<file path="config.mk">
export PLATFORM = sky130hd
export DESIGN_NAME = uart_autobaud_ctrl
export DESIGN_NICKNAME = d
export VERILOG_FILES = /design/src/rtl/uart_autobaud_ctrl.sv
export SDC_FILE = /design/constraint.sdc
export NUM_CORES = 1
export LEC_CHECK = 0
export CAP_MARGIN = 20
export CORE_AREA = 2 2 83 85
export DETAILED_ROUTE_END_ITERATION = 10
export DIE_AREA = 0 0 85 87
export GPL_TIMING_DRIVEN = 0
export HOLD_SLACK_MARGIN = 0.1
export PLACE_DENSITY = 0.86
export RECOVER_POWER = 100
export SLEW_MARGIN = 0
export SYNTH_ARGS = -nofsm -noshare
export SYNTH_HDL_FRONTEND = slang
export SYNTH_SLANG_ARGS = --single-unit
</file>
<file path="constraint.sdc">
create_clock -name clk -period 3 [get_ports clk]
set_input_delay 0.45 -clock clk [delete_from_list [all_inputs] [get_ports clk]]
set_output_delay 0.45 -clock clk [all_outputs]
set_load 0.01 [all_outputs]
</file>
<file path="src/rtl/uart_autobaud_ctrl.sv">
// Auto-baud controller for the CoreUART x16 baud generator: times 8 bit periods of a 0x55 sync
// frame on rx and derives baud_val/baud_fraction, or loads them directly from software.
module uart_autobaud_ctrl #(
   parameter bit            BAUD_VAL_FRCTN_EN = 1'b0,
   parameter logic [12:0]   DEFAULT_BAUD_VAL  = 13'd1,
   parameter int unsigned   IDLE_CYCLES       = 64,
   parameter int unsigned   MAX_CNT           = 32'd1 << 20
) (
   input  logic        clk,
   input  logic        aresetn,
   input  logic        rx,
   input  logic        start,
   input  logic        cfg_wr,
   input  logic [12:0] cfg_baud_val,
   input  logic [2:0]  cfg_fraction,
   output logic [12:0] baud_val,
   output logic [2:0]  baud_fraction,
   output logic        busy,
   output logic        cfg_update,
   output logic        done,
   output logic        err
);

   localparam int unsigned CNT_W     = 21;
   localparam int unsigned IDLE_W    = $clog2(IDLE_CYCLES + 1);
   localparam int unsigned ROUND_ADD = BAUD_VAL_FRCTN_EN ? 8 : 64;

   typedef enum logic [2:0] {
      S_IDLE,
      S_WAIT_IDLE,
      S_WAIT_START,
      S_MEASURE,
      S_CALC
   } state_e;

   state_e              state_q, state_d;
   logic [CNT_W-1:0]    cnt_q, cnt_d;
   logic [1:0]          edge_cnt_q, edge_cnt_d;
   logic [IDLE_W-1:0]   idle_cnt_q, idle_cnt_d;
   logic [12:0]         baud_val_q, baud_val_d;
   logic [2:0]          baud_fraction_q, baud_fraction_d;
   logic                busy_q, busy_d;
   logic                cfg_update_q, cfg_update_d;
   logic                done_q, done_d;
   logic                err_q, err_d;
   logic                rx_meta_q, rx_meta_d;
   logic                rx_sync_q, rx_sync_d;
   logic                rx_prev_q, rx_prev_d;

   logic                fall_c;
   logic [CNT_W-1:0]    sum_c;
   logic [13:0]         s_hi_c;
   logic [13:0]         bv_c;
   logic [4:0]          calc_unused_c;

   always_ff @(posedge clk or negedge aresetn) begin
      if (!aresetn) begin
         state_q         <= S_IDLE;
         cnt_q           <= '0;
         edge_cnt_q      <= '0;
         idle_cnt_q      <= '0;
         baud_val_q      <= DEFAULT_BAUD_VAL;
         baud_fraction_q <= '0;
         busy_q          <= 1'b0;
         cfg_update_q    <= 1'b0;
         done_q          <= 1'b0;
         err_q           <= 1'b0;
         rx_meta_q       <= 1'b1;
         rx_sync_q       <= 1'b1;
         rx_prev_q       <= 1'b1;
      end else begin
         state_q         <= state_d;
         cnt_q           <= cnt_d;
         edge_cnt_q      <= edge_cnt_d;
         idle_cnt_q      <= idle_cnt_d;
         baud_val_q      <= baud_val_d;
         baud_fraction_q <= baud_fraction_d;
         busy_q          <= busy_d;
         cfg_update_q    <= cfg_update_d;
         done_q          <= done_d;
         err_q           <= err_d;
         rx_meta_q       <= rx_meta_d;
         rx_sync_q       <= rx_sync_d;
         rx_prev_q       <= rx_prev_d;
      end
   end

   // Next-state, measurement counters and output register loads.
   always_comb begin
      state_d         = state_q;
      cnt_d           = cnt_q;
      edge_cnt_d      = edge_cnt_q;
      idle_cnt_d      = idle_cnt_q;
      baud_val_d      = baud_val_q;
      baud_fraction_d = baud_fraction_q;
      cfg_update_d    = 1'b0;
      done_d          = 1'b0;
      err_d           = 1'b0;
      rx_meta_d       = rx;
      rx_sync_d       = rx_meta_q;
      rx_prev_d       = rx_sync_q;

      fall_c        = rx_prev_q & ~rx_sync_q;
      // Rounding offset added before dividing N8 by 128 (8 bits x 16 oversampling).
      sum_c         = cnt_q + CNT_W'(ROUND_ADD);
      s_hi_c        = sum_c[20:7];
      bv_c          = s_hi_c - 14'd1;
      calc_unused_c = {bv_c[13], sum_c[3:0]};

      if (cfg_wr) begin
         baud_val_d      = cfg_baud_val;
         baud_fraction_d = BAUD_VAL_FRCTN_EN ? cfg_fraction : 3'b000;
         cfg_update_d    = 1'b1;
         state_d         = S_IDLE;
         cnt_d           = '0;
         edge_cnt_d      = '0;
         idle_cnt_d      = '0;
      end else begin
         case (state_q)
            S_IDLE: begin
               if (start) begin
                  state_d    = S_WAIT_IDLE;
                  idle_cnt_d = '0;
               end
            end
            S_WAIT_IDLE: begin
               if (idle_cnt_q == IDLE_W'(IDLE_CYCLES)) begin
                  state_d = S_WAIT_START;
               end else if (!rx_sync_q) begin
                  idle_cnt_d = '0;
               end else begin
                  idle_cnt_d = idle_cnt_q + IDLE_W'(1);
               end
            end
            S_WAIT_START: begin
               if (fall_c) begin
                  state_d    = S_MEASURE;
                  cnt_d      = CNT_W'(1);
                  edge_cnt_d = '0;
               end
            end
            S_MEASURE: begin
               if (fall_c && edge_cnt_q == 2'd3) begin
                  state_d = S_CALC;
               end else if (cnt_q == CNT_W'(MAX_CNT)) begin
                  err_d   = 1'b1;
                  state_d = S_IDLE;
               end else begin
                  cnt_d = cnt_q + CNT_W'(1);
                  if (fall_c) begin
                     edge_cnt_d = edge_cnt_q + 2'd1;
                  end
               end
            end
            S_CALC: begin
               state_d = S_IDLE;
               if (s_hi_c < 14'd2 || s_hi_c > 14'd8192) begin
                  err_d = 1'b1;
               end else begin
                  baud_val_d      = bv_c[12:0];
                  baud_fraction_d = BAUD_VAL_FRCTN_EN ? sum_c[6:4] : 3'b000;
                  cfg_update_d    = 1'b1;
                  done_d          = 1'b1;
               end
            end
            default: state_d = S_IDLE;
         endcase
      end

      busy_d = (state_d != S_IDLE);
   end

   assign baud_val      = baud_val_q;
   assign baud_fraction = baud_fraction_q;
   assign busy          = busy_q;
   assign cfg_update    = cfg_update_q;
   assign done          = done_q;
   assign err           = err_q;

endmodule
</file>
==> out/results.env <==
TIMING.SETUP.CRITICAL_PATH_CLASS='reg2reg'
INITIAL_UTIL=0.525
POSTSYNTHCELLCOUNT=384
SYNTH_COMMON_CELLS='49 x sky130_fd_sc_hd__dfrtp_1, 46 x sky130_fd_sc_hd__nand2_1, 35 x sky130_fd_sc_hd__nor2_1, 22 x sky130_fd_sc_hd__o21ai_0, 20 x sky130_fd_sc_hd__nand3_1'
DRC=0
MAX-CAP-VIOLATIONS=0
CTS_ROOT_BUF='sky130_fd_sc_hd__clkbuf_8'
POST_DRT_WL_PER_CELL_MICRONS=16.7
CLOCK_TREE.BUFFER_DEPTH=2
SETUP_VIOLATIONS=0
ANTENNADIODECOUNT=0
AVGSYNTHCELLAREA_SQ_UM=8.98
SYNTH-ASYNC-RESET-RATIO=1.00
AREA_OF_THE_MULTI_INPUT_GATES_SQ_UM=2030
HOLD_SLACK_NS=0.367
AREA.GROWTH.SYNTH_TO_FINAL_PCT=23.4
POWER_FRAC_SEQ=0.559
GRT_USAGE=0.212
FINALWORSTPATHREQUIREDPERIOD_NS=2.99
ROUTED-VIA-COUNT=3201
CRITICAL_PATH.MAX_FANOUT=6
POWER.SHARE.CLOCK=0.331
FINAL_MAX_SLEW_VIOL_COUNT=0
CRITICAL_PATH.ENDPOINT_TYPE='flop'
TIGHTEST_SLEW_NS=0.969
IRDROPWORSTVDD_mV=0.210
DP.FINAL_HPWL_MICRONS=5580
P_INT_W=0.00100
GRT_PASS1_VIAS=2734
CTS_MAX_LEVEL=2
NUMBER_OF_ENABLE_TYPE_REGISTER_CELLS_IN_THE_SYNTHESIZED_NETLIST=0
FIN_NETS=469
GR-TOTAL-OVERFLOW=0
SYNTH_TOP_FLOP_CELL='sky130_fd_sc_hd__dfrtp_1'
TIMING.MAX_SLEW.REL_SLACK=0.354
CTS_SINKS=53
GRT_MAX_DEGREE=37
NET-SWITCHING-POWER_W=0.000345
DRT-VIAS-PER-INSTANCE=6.14
PLACE.PORT_BUFFERS=34
POWER_W=0.00135
SYNTH_AREA_SQ_UM=3450
FINAL_HOLD_VIOLATIONS=0
FINAL.SETUP_SKEW_NS=0.00988
PART_OF_THE_YOSYS_AREA_USED_FOR_SEQUENTIAL_ELEMENTS=0.386
FP.COREAREA_SQ_UM=6570
DRT_WL_TOTAL_MICRONS=8680
SHARE_OF_LAYOUT_CELLS_ABOVE_DRIVE_STRENGTH_1=0.175
SYNTH_CELL_TYPES=63
SYNTH_TOP_AREA_SHARE=0.356
POWERDENSITY_nW_PER_UM2=317
DIE_Y_MICRONS=87
DETAIL_ROUTE.ITER0.VIOLATIONS=380
FILLER_CELL_COUNT=492
FP.DIEAREA_SQ_UM=7400
NUM_IO_PINS=41
WORSTPATHREQUIRED_NS=3.19
MIN-DELAY-PATH-CLASS='reg2reg'
FMAX_MHz=334
CTS_TREE='done'
CELLLEAKAGEPOWER_nW=1.85
SEQ_AREA_SQ_UM=1330
COMBINATIONALPOWERSHARE=0.110
FINAL.PERIOD_UTILIZATION=0.997
FIRST_PASS_ITERS=7
WORST_SETUP_HOLD_PATH_CLK_SLEW_NS=0.10
YS_FF_LATCH=53
YOSYSWARNINGCOUNT=0
DIE_WIDTH_MICRONS=85
POST_SYNTH_MAIN_AREA_CONTRIBUTORS='sky130_fd_sc_hd__dfrtp_1 36%, sky130_fd_sc_hd__nand2_1 5.0%, sky130_fd_sc_hd__xnor2_1 4.1%, sky130_fd_sc_hd__xor2_1 4.1%, sky130_fd_sc_hd__nor2_1 3.8%'
FINALWEIGHTEDCONGESTION=0.920
STATUS='finished clean'
SYNTH.MOST_COMMON_CELL='sky130_fd_sc_hd__dfrtp_1'
WIRE_LENGTH_OF_THE_FIRST_GLOBAL_ROUTING_PASS_MICRONS=12800
CP-START-KIND='flop'
YOSYS.AREA.TOP_TYPE='sky130_fd_sc_hd__dfrtp_1'
NUM_ROWS=30
INSERTION_DELAY_NS=0.32
CP_DATA_ARRIVAL_TIME_NS=3.19
POWER.SWITCHING_FRACTION=0.256
GRT_ANTENNA_BEFORE_REPAIR=0
CTS_BUFFERS=5
DETAIL-ROUTE-ANTENNA-NETS=0
==> per-layer routing <==
| layer | global-route usage | up-vias | part of all wire | wire length [microns] |
|---|---|---|---|---|
| li1 | - | 1468 | - | - |
| met1 | 0.290 | 1527 | 0.41 | 3600 |
| met2 | 0.349 | 175 | 0.49 | 4260 |
| met3 | 0.0284 | 31 | 0.069 | 603 |
| met4 | 0.0678 | 0 | 0.025 | 218 |
| met5 | 0 | - | 0 | 0 |
==> flip-flops by register name (all words and copies together) (netlist names) <==
| name | cells |
|---|---|
| state_q | 3 |
| rx_prev_d | 1 |
| rx_meta_q | 1 |
| baud_val | 13 |
| err | 1 |
| cfg_update | 1 |
| busy | 1 |
| rx_prev_q | 1 |
| idle_cnt_q | 7 |
| edge_cnt_q | 2 |
| cnt_q | 21 |
| done | 1 |
==> critical path: stages (launching register included) <==
cell	delay, ns
sky130_fd_sc_hd__dfrtp_2	0.43
sky130_fd_sc_hd__ha_2	0.18
sky130_fd_sc_hd__buf_6	0.13
sky130_fd_sc_hd__and2_1	0.16
sky130_fd_sc_hd__buf_6	0.14
sky130_fd_sc_hd__a31oi_4	0.16
sky130_fd_sc_hd__a31oi_2	0.06
sky130_fd_sc_hd__o31a_1	0.37
sky130_fd_sc_hd__or3b_4	0.42
sky130_fd_sc_hd__a211o_4	0.38
sky130_fd_sc_hd__buf_8	0.15
sky130_fd_sc_hd__mux2i_2	0.19
sky130_fd_sc_hd__o21ai_1	0.11
==> placed cells by master (no fill, tap or decap), types with 3 or more instances in the layout <==
cell	Yosys	layout
sky130_fd_sc_hd__nor2b_1	3	3
sky130_fd_sc_hd__nand3_1	20	19
sky130_fd_sc_hd__o21ai_1	7	7
sky130_fd_sc_hd__nand2_1	46	45
sky130_fd_sc_hd__and3_1	8	8
sky130_fd_sc_hd__o311ai_2	6	6
sky130_fd_sc_hd__clkbuf_1	11	12
sky130_fd_sc_hd__nor3_1	8	6
sky130_fd_sc_hd__conb_1	1	3
sky130_fd_sc_hd__o211ai_1	3	3
sky130_fd_sc_hd__or3_1	5	4
sky130_fd_sc_hd__inv_1	10	9
sky130_fd_sc_hd__buf_6	5	6
sky130_fd_sc_hd__a31oi_1	10	8
sky130_fd_sc_hd__a21oi_1	6	6
sky130_fd_sc_hd__clkdlybuf4s50_1	0	14
sky130_fd_sc_hd__nand3b_1	6	6
sky130_fd_sc_hd__buf_2	8	5
sky130_fd_sc_hd__dlygate4sd3_1	0	20
sky130_fd_sc_hd__dfrtp_1	49	48
sky130_fd_sc_hd__xor2_1	16	16
sky130_fd_sc_hd__clkbuf_8	0	6
sky130_fd_sc_hd__o21ai_0	22	22
sky130_fd_sc_hd__mux2i_1	11	10
sky130_fd_sc_hd__nand4_1	7	7
sky130_fd_sc_hd__dfstp_2	4	3
sky130_fd_sc_hd__nor2_1	35	35
sky130_fd_sc_hd__ha_1	8	6
sky130_fd_sc_hd__nor4_1	5	4
sky130_fd_sc_hd__nand2b_1	3	3
sky130_fd_sc_hd__buf_4	4	15
sky130_fd_sc_hd__xnor2_1	16	16
==> timing repair <==
action | CTS | global route
gates cloned | 0 | 1
pin swaps | 0 | 8
buffers inserted | 0 | 11
resized for setup | 4 | 27
hold buffers | 1 | 0
hold endpoints to repair | 16 | 0
endpoints found under the setup margin | 13 | 13
==> cells by family after synthesis <==
kind of cell,count (synthesis),synth area share
xor+xnor,32,0.0813
buf+inv,40,0.0628
mux,12,0.0352
simple gates,162,0.240
compound gates,76,0.165
other cells,1,0.00109
flops,53,0.386
fa+ha+maj,8,0.0290
==> per-stage QoR <==
step	std cells	setup TNS, ns	worst slack (ns)	utilization	instance area, sq um
2_1_floorplan	386	0	0.302	-	3450
3_3_place_gp	500	-4.24	-0.0879	0.593	3890
3_5_place_dp	501	-0.647	-0.0801	0.595	3910
4_1_cts	510	0	0.0326	0.615	4040
5_1_grt	521	-0.0813	-0.0521	0.647	4250
6_report	521	0	0.00944	0.647	4250
==> worst paths after layout <==
check / start / slack (ns) / end / cells after the start
max in group asynchronous: aresetn / 0.77 / cnt_q[14] / 3
min in group asynchronous: aresetn / 0.79 / cnt_q[1] / 2
max reg2reg: cnt_q[7] / 0.009 / baud_val[5] / 12
min: rx_meta_q / 0.37 / rx_prev_d / 0
max: cnt_q[7] / 0.009 / baud_val[5] / 12
min reg2reg: rx_meta_q / 0.37 / rx_prev_d / 0
==> power by group through the flow <==
stage          clock network (W)  registers (W)   logic, W
6_report                0.000446       0.000754   0.000148
5_1_grt                 0.000476       0.000757   0.000163
4_1_cts                 0.000452       0.000755   0.000158
3_5_place_dp                   0       0.000769   0.000157
3_3_place_gp                   0       0.000767   0.000151
2_1_floorplan                  0       0.000774  0.0000593
==> cell type report <==
cell class | count | area share
Sequential cell | 53 | 0.313
Timing Repair Buffer | 48 | 0.107
Tap cell | 80 | 0.0235
Clock inverter | 2 | 0.00412
Inverter | 10 | 0.00883
Clock buffer | 6 | 0.0194
Buffer | 29 | 0.0456
Multi-Input combinational cell | 293 | 0.478
(Power assumes the default switching activity.)
